<file path="config.mk">
export PLATFORM = sky130hd
export DESIGN_NAME = sum_accumulator_flat
export DESIGN_NICKNAME = d
export VERILOG_FILES = /design/src/rtl/sum_accumulator_pkg.sv /design/src/rtl/sum_accumulator_if.sv /design/src/rtl/sum_accumulator.sv /design/src/flat_wrapper.sv
export SDC_FILE = /design/constraint.sdc
export NUM_CORES = 1
export LEC_CHECK = 0
export ABC_AREA = 1
export BUFFER_PORTS_ARGS = -buffer_cell sky130_fd_sc_hd__buf_4
export CORE_MARGIN = 1
export CORE_UTILIZATION = 47
export CTS_BUF_LIST = sky130_fd_sc_hd__clkbuf_4 sky130_fd_sc_hd__clkbuf_8 sky130_fd_sc_hd__clkbuf_16
export CTS_CLUSTER_SIZE = 16
export DETAILED_ROUTE_END_ITERATION = 10
export HOLD_SLACK_MARGIN = 0.05
export PLACE_DENSITY = 0.85
export RECOVER_POWER = 50
export SETUP_SLACK_MARGIN = 0.3
export SLEW_MARGIN = 15
export SYNTH_ARGS = -nofsm -noshare
export SYNTH_HDL_FRONTEND = slang
export SYNTH_SLANG_ARGS = --single-unit
</file>
<file path="constraint.sdc">
create_clock -name clk -period 1.3 [get_ports clk]
set_input_delay 0.13 -clock clk [delete_from_list [all_inputs] [get_ports clk]]
set_output_delay 0.13 -clock clk [all_outputs]
set_load 0.05 [all_outputs]
</file>
<file path="src/rtl/sum_accumulator_pkg.sv">
// Shared types and width helpers for the sum accumulator and its handshake interface.
// Latency: n/a (types and constant functions only).
// Backpressure: n/a.
package sum_accumulator_pkg;

    // Controller states: gathering samples, or holding a finished total for the consumer.
    typedef enum logic {
        ACCUM = 1'b0,
        HOLD  = 1'b1
    } acc_state_t;

    // Accumulator width: the (n+1)-bit sum plus enough headroom for COUNT additions.
    function automatic int acc_width(input int n, input int count);
        return n + 1 + $clog2(count);
    endfunction

    // Sample counter width; a COUNT of 1 still needs a one-bit counter.
    function automatic int cnt_width(input int count);
        return (count > 1) ? $clog2(count) : 1;
    endfunction

endpackage

</file>
<file path="src/rtl/sum_accumulator_if.sv">
// Valid/ready bundle carrying adder sums in and batch totals out.
// Latency: n/a (wiring only).
// Backpressure: in_ready / out_ready carry it in each direction.
interface sum_accumulator_if
    import sum_accumulator_pkg::*;
#(
    parameter int N     = 3,
    parameter int COUNT = 4
);
    localparam int ACC_W = acc_width(N, COUNT);

    logic             in_valid;
    logic             in_ready;
    logic [N:0]       in_sum;
    logic             out_valid;
    logic             out_ready;
    logic [ACC_W-1:0] out_acc;

    // Environment side: produces sums, consumes totals.
    modport master (
        output in_valid, in_sum, out_ready,
        input  in_ready, out_valid, out_acc
    );

    // Accumulator side.
    modport slave (
        input  in_valid, in_sum, out_ready,
        output in_ready, out_valid, out_acc
    );
endinterface

</file>
<file path="src/rtl/sum_accumulator.sv">
// Sums COUNT consecutive adder outputs into one unsigned batch total.
// Latency: out_valid rises the cycle after the COUNT-th input handshake.
// Backpressure: in_ready is low while a total waits; the total holds until out_ready.
module sum_accumulator
    import sum_accumulator_pkg::*;
#(
    parameter int N     = 3,
    parameter int COUNT = 4
) (
    input  logic               clk,
    input  logic               rst,
    input  logic               clear,
    output logic               busy,
    sum_accumulator_if.slave   bus
);
    localparam int ACC_W = acc_width(N, COUNT);
    localparam int CNT_W = cnt_width(COUNT);
    localparam logic [CNT_W-1:0] LAST = CNT_W'(COUNT - 1);

    acc_state_t       state;
    logic [ACC_W-1:0] acc;
    logic [CNT_W-1:0] cnt;
    logic [ACC_W-1:0] acc_next;
    logic [ACC_W-1:0] out_acc_q;
    logic             out_valid_q;
    logic             in_ready_q;
    logic             busy_q;
    logic             accept;

    // Running sum including the sample on the bus; width guarantees no wrap.
    always_comb begin
        acc_next = acc + ACC_W'(bus.in_sum);
        accept   = bus.in_valid & in_ready_q;
    end

    // Batch controller: all outputs are registered alongside the state.
    always_ff @(posedge clk) begin
        if (rst) begin
            state       <= ACCUM;
            acc         <= '0;
            cnt         <= '0;
            out_acc_q   <= '0;
            out_valid_q <= 1'b0;
            in_ready_q  <= 1'b1;
            busy_q      <= 1'b0;
        end else begin
            case (state)
                ACCUM: begin
                    if (clear) begin
                        // Abort wins over a same-cycle sample.
                        acc    <= '0;
                        cnt    <= '0;
                        busy_q <= 1'b0;
                    end else if (accept) begin
                        if (cnt == LAST) begin
                            out_acc_q   <= acc_next;
                            acc         <= '0;
                            cnt         <= '0;
                            busy_q      <= 1'b0;
                            out_valid_q <= 1'b1;
                            in_ready_q  <= 1'b0;
                            state       <= HOLD;
                        end else begin
                            acc    <= acc_next;
                            cnt    <= cnt + CNT_W'(1);
                            busy_q <= 1'b1;
                        end
                    end
                end
                HOLD: begin
                    // clear is ignored here so a finished total is never dropped.
                    if (bus.out_ready) begin
                        out_valid_q <= 1'b0;
                        in_ready_q  <= 1'b1;
                        state       <= ACCUM;
                    end
                end
                default: begin
                    state <= ACCUM;
                end
            endcase
        end
    end

    assign bus.in_ready  = in_ready_q;
    assign bus.out_valid = out_valid_q;
    assign bus.out_acc   = out_acc_q;
    assign busy          = busy_q;

endmodule

</file>
<file path="src/flat_wrapper.sv">
// flat-port wrapper written by rule: the top's interface ports become plain ports
module sum_accumulator_flat import sum_accumulator_pkg::*;
#(
    parameter int N     = 3,
    parameter int COUNT = 4
)
  (clk, rst, clear, busy, bus_in_valid, bus_in_sum, bus_out_ready, bus_in_ready, bus_out_valid, bus_out_acc);
  sum_accumulator_if #(.N(N), .COUNT(COUNT)) bus_i ();
  input  logic clk;
  input  logic rst;
  input  logic clear;
  output logic busy;
  input wire logic [$bits(bus_i.in_valid)-1:0] bus_in_valid;
  input wire logic [$bits(bus_i.in_sum)-1:0] bus_in_sum;
  input wire logic [$bits(bus_i.out_ready)-1:0] bus_out_ready;
  output wire logic [$bits(bus_i.in_ready)-1:0] bus_in_ready;
  output wire logic [$bits(bus_i.out_valid)-1:0] bus_out_valid;
  output wire logic [$bits(bus_i.out_acc)-1:0] bus_out_acc;
  assign bus_i.in_valid = bus_in_valid;
  assign bus_i.in_sum = bus_in_sum;
  assign bus_i.out_ready = bus_out_ready;
  assign bus_in_ready = bus_i.in_ready;
  assign bus_out_valid = bus_i.out_valid;
  assign bus_out_acc = bus_i.out_acc;
  sum_accumulator #(.N(N), .COUNT(COUNT)) u_core (.clk(clk), .rst(rst), .clear(clear), .busy(busy), .bus(bus_i));
endmodule
</file>
==> impl_metrics.py <==
metrics = {
    "status": {
        "status": "complete, but fails checks",
        "failed_checks": "setup timing",
    },
    "pwr": {
        "pwr-share-seq": 0.475,
        "power_leakage_nw": 0.5973,
        "peakVddDrop_v": 0.0007906,
        "cell_internal_pwr_mw": 0.8693,
        "switching_share": 0.2965,
        "clkPwrFrac": 0.292,
        "power_frac_comb": 0.232,
        "power_density_nw_per_um2": 878.6,
        "power_mw": 1.236,
        "p_sw_mw": 0.3663,
    },
    "floorplanning": {
        "initial_core_util": 0.5058,
        "die_area_um2": 2034,
        "num_io_pins": 18,
        "die_h_um": 45.11,
        "core_um2": 1727,
        "die_w_um": 45.11,
        "row_count": 15,
    },
    "drt": {
        "postRouteAntennaNets": 0,
        "drc": 0,
        "drtIter0Drc": 36,
        "wl_per_cell_um": 16.46,
        "vias": 912,
        "via_per_inst": 5.365,
        "first_pass_iters": 4,
        "wl_um": 2798,
    },
    "worst_setup_path": {
        "cp.arrival_ns": 1.66,
        "critPathMaxFanout": 2,
        "slowest_delay_ns": 0.37,
        "r2r_cells": 8,
        "path_class": "reg2reg",
        "end_kind": "flop",
        "slowest_stage": "fa_2",
        "cp.required_ns": 1.51,
        "start_kind": "flop",
        "cp_common_cell": "nand3_4",
        "cp_cell_sequence": "ha_4 -> fa_2 -> nand3_4 -> nand3_4 -> nand2_2 -> nand2_1 -> o211ai_1 -> inv_1",
    },
    "clocking": {
        "cts-root-buf": "clkbuf_4",
        "clk_pin_slew_ns": 0.11,
        "cts_tree": "built",
        "ctsHtreeMaxLevel": 1,
        "cts_made_buffers": 3,
        "clockBufferDepth": 2,
        "clock_latency_ns": 0.30,
        "clkSinkCount": 18,
    },
    "placed_design": {
        "dp_hpwl_um": 1384,
        "portBuffers": 17,
        "place_area_um2": 1101,
        "place_congestion": 0.8309,
    },
    "min_path": {
        "holdCritPathClass": "in2reg",
        "worstHoldPathCells": 3,
    },
    "grt": {
        "grt_first_pass_wirelength_um": 3815,
        "antenna_found_initial": 0,
        "grt_use_total": 0.2710,
        "grt_pass1_vias": 842,
        "grt-ovfl-total": 0,
        "grt_max_degree": 14,
    },
    "timing": {
        "max_freq_mhz": 688.8,
        "fin_ws_ns": -0.1518,
        "setup_violations": 9,
        "maxSlewViolCount": 0,
        "slew-limit-headroom": 0.8052,
        "finalCriticalPeriod_ns": 1.452,
        "rsz0062_at_grt": "true",
        "tightest_slew_ns": 0.2934,
        "fin_crit_sh": 1.117,
        "hold-worst-slack_ns": 0.08510,
        "finalHoldViolCount": 0,
        "tns_ns": -0.8229,
        "skew_ns": 0.004389,
    },
    "cells_and_area": {
        "fillers": 115,
        "drive_above_1_share": 0.6000,
        "layout_common_cells": "nand2_1 (15), nor2_1 (12), buf_4 (12), nand2_2 (10), dfxtp_1 (10)",
        "layout_commonest_cell": "nand2_1",
        "final_cell_area_um2": 1406,
        "antenna_cells": 0,
        "layout.nets": 161,
        "syn_to_final_growth_pct": 61.03,
    },
    "synth": {
        "yosysTopAreaCell": "dfxtp_1",
        "synth-edff-count": 0,
        "yosys_warnings": 0,
        "synth.area.top_cells": "dfxtp_1 (41%), nand2_1 (12%), nor2_1 (7.3%), ha_1 (7.2%), a21oi_1 (5.7%)",
        "synth-seq-cells": 18,
        "synthCells": 118,
        "syn_area_per_cell_um2": 7.401,
        "syn-num-nets": 133,
        "ys_seq_area_frac": 0.4126,
        "synth_area_um2": 873.3,
        "synth_cell_types": 20,
        "synth_top_area_share": 0.4126,
        "synth_async_sr_flop_share": 0,
        "ys.flop_type": "dfxtp_1",
    },
    "run": {
        "cap_violations": 0,
    },
}
cell type report:
cell class                      count  area [µm²]  share of cell area
Clock buffer                        4       36.28             0.02580
Sequential cell                    18       375.4              0.2669
Tap cell                           25       31.28             0.02224
Inverter                           16       70.07             0.04982
Timing Repair Buffer               25       215.2              0.1530
Multi-Input combinational cell     82       678.2              0.4822
per-layer routing:
| metal | vias to the layer above | GRT usage | wire (µm) |
|---|---|---|---|
| met1 | 420 | 0.3174 | 1140 |
| met3 | 11 | 0.04400 | 128 |
| met5 | - | 0 | 0 |
| met4 | 0 | 0.1515 | 76 |
| met2 | 48 | 0.4667 | 1452 |
| li1 | 433 | - | - |
state kept, by name (all words and copies together) (netlist names):
signal / count
u_core.busy: 1
u_core.bus.in_ready: 1
u_core.bus.out_valid: 1
u_core.state: 1
u_core.cnt: 2
u_core.acc: 6
u_core.bus.out_acc: 6
through the flow:
step	util	std cells	setup WS, ns
after global placement	0.6377	160	-0.04953
after floorplan	-	118	-0.02220
after detailed placement	0.6377	160	-0.09921
final	0.8145	170	-0.1518
after CTS	0.7580	169	-0.1353
after global routing	0.8145	170	-0.2247
worst max-delay path: cells and delay by family (launching register included):
kind                     cells  cell delay, ns
AO/OA/AOI/OAI                1            0.07
adder cells (fa/ha/maj)      2            0.53
buffers and inverters        1            0.06
flip-flops                   1            0.35
AND/OR/NAND/NOR              4            0.35
Yosys cell counts, types with 2 or more instances:
| cell type | instances |
|---|---|
| inv_2 | 3 |
| nor2_1 | 17 |
| a21oi_1 | 10 |
| nand3_1 | 5 |
| ha_1 | 5 |
| nand2_1 | 28 |
| nand3_2 | 2 |
| dfxtp_1 | 18 |
| nand2_2 | 2 |
| inv_1 | 13 |
| o21ai_0 | 6 |
power by group through the flow:
stage / registers (mW) / logic (mW) / clock network (mW)
floorplan: 0.604 / 0.110 / 0
global placement: 0.594 / 0.176 / 0
detailed placement: 0.595 / 0.183 / 0
CTS: 0.585 / 0.232 / 0.348
global route: 0.589 / 0.307 / 0.374
finish: 0.587 / 0.287 / 0.361
what timing repair did:
action,CTS,global route
buffers inserted,5,1
pin swaps,16,14
hold buffers,0,0
gates resized for setup,32,36
setup endpoints to repair,18,24
path summary, 6_finish.rpt:
kind / from / end / slack [ns]
max reg2reg: u_core.acc[0] / u_core.bus.out_acc[4] / -0.15
max: u_core.acc[0] / u_core.bus.out_acc[4] / -0.15
min: bus_out_ready / u_core.bus.in_ready / 0.09
min reg2reg: u_core.bus.out_valid / u_core.bus.out_valid / 0.49
logic make-up (layout without fill, tap and decap cells):
logic type	count (synthesis)	in the layout	synth area share
and+or+nand+nor	56	56	0.2851
DFF	18	18	0.4126
AOI/OAI and AO/OA	18	18	0.1089
adders and majority gates	6	6	0.09456
buffers and inverters	18	45	0.07879
xor gates and xnor gates	2	2	0.02006
No activity file was read; power rests on OpenSTA's default activity.
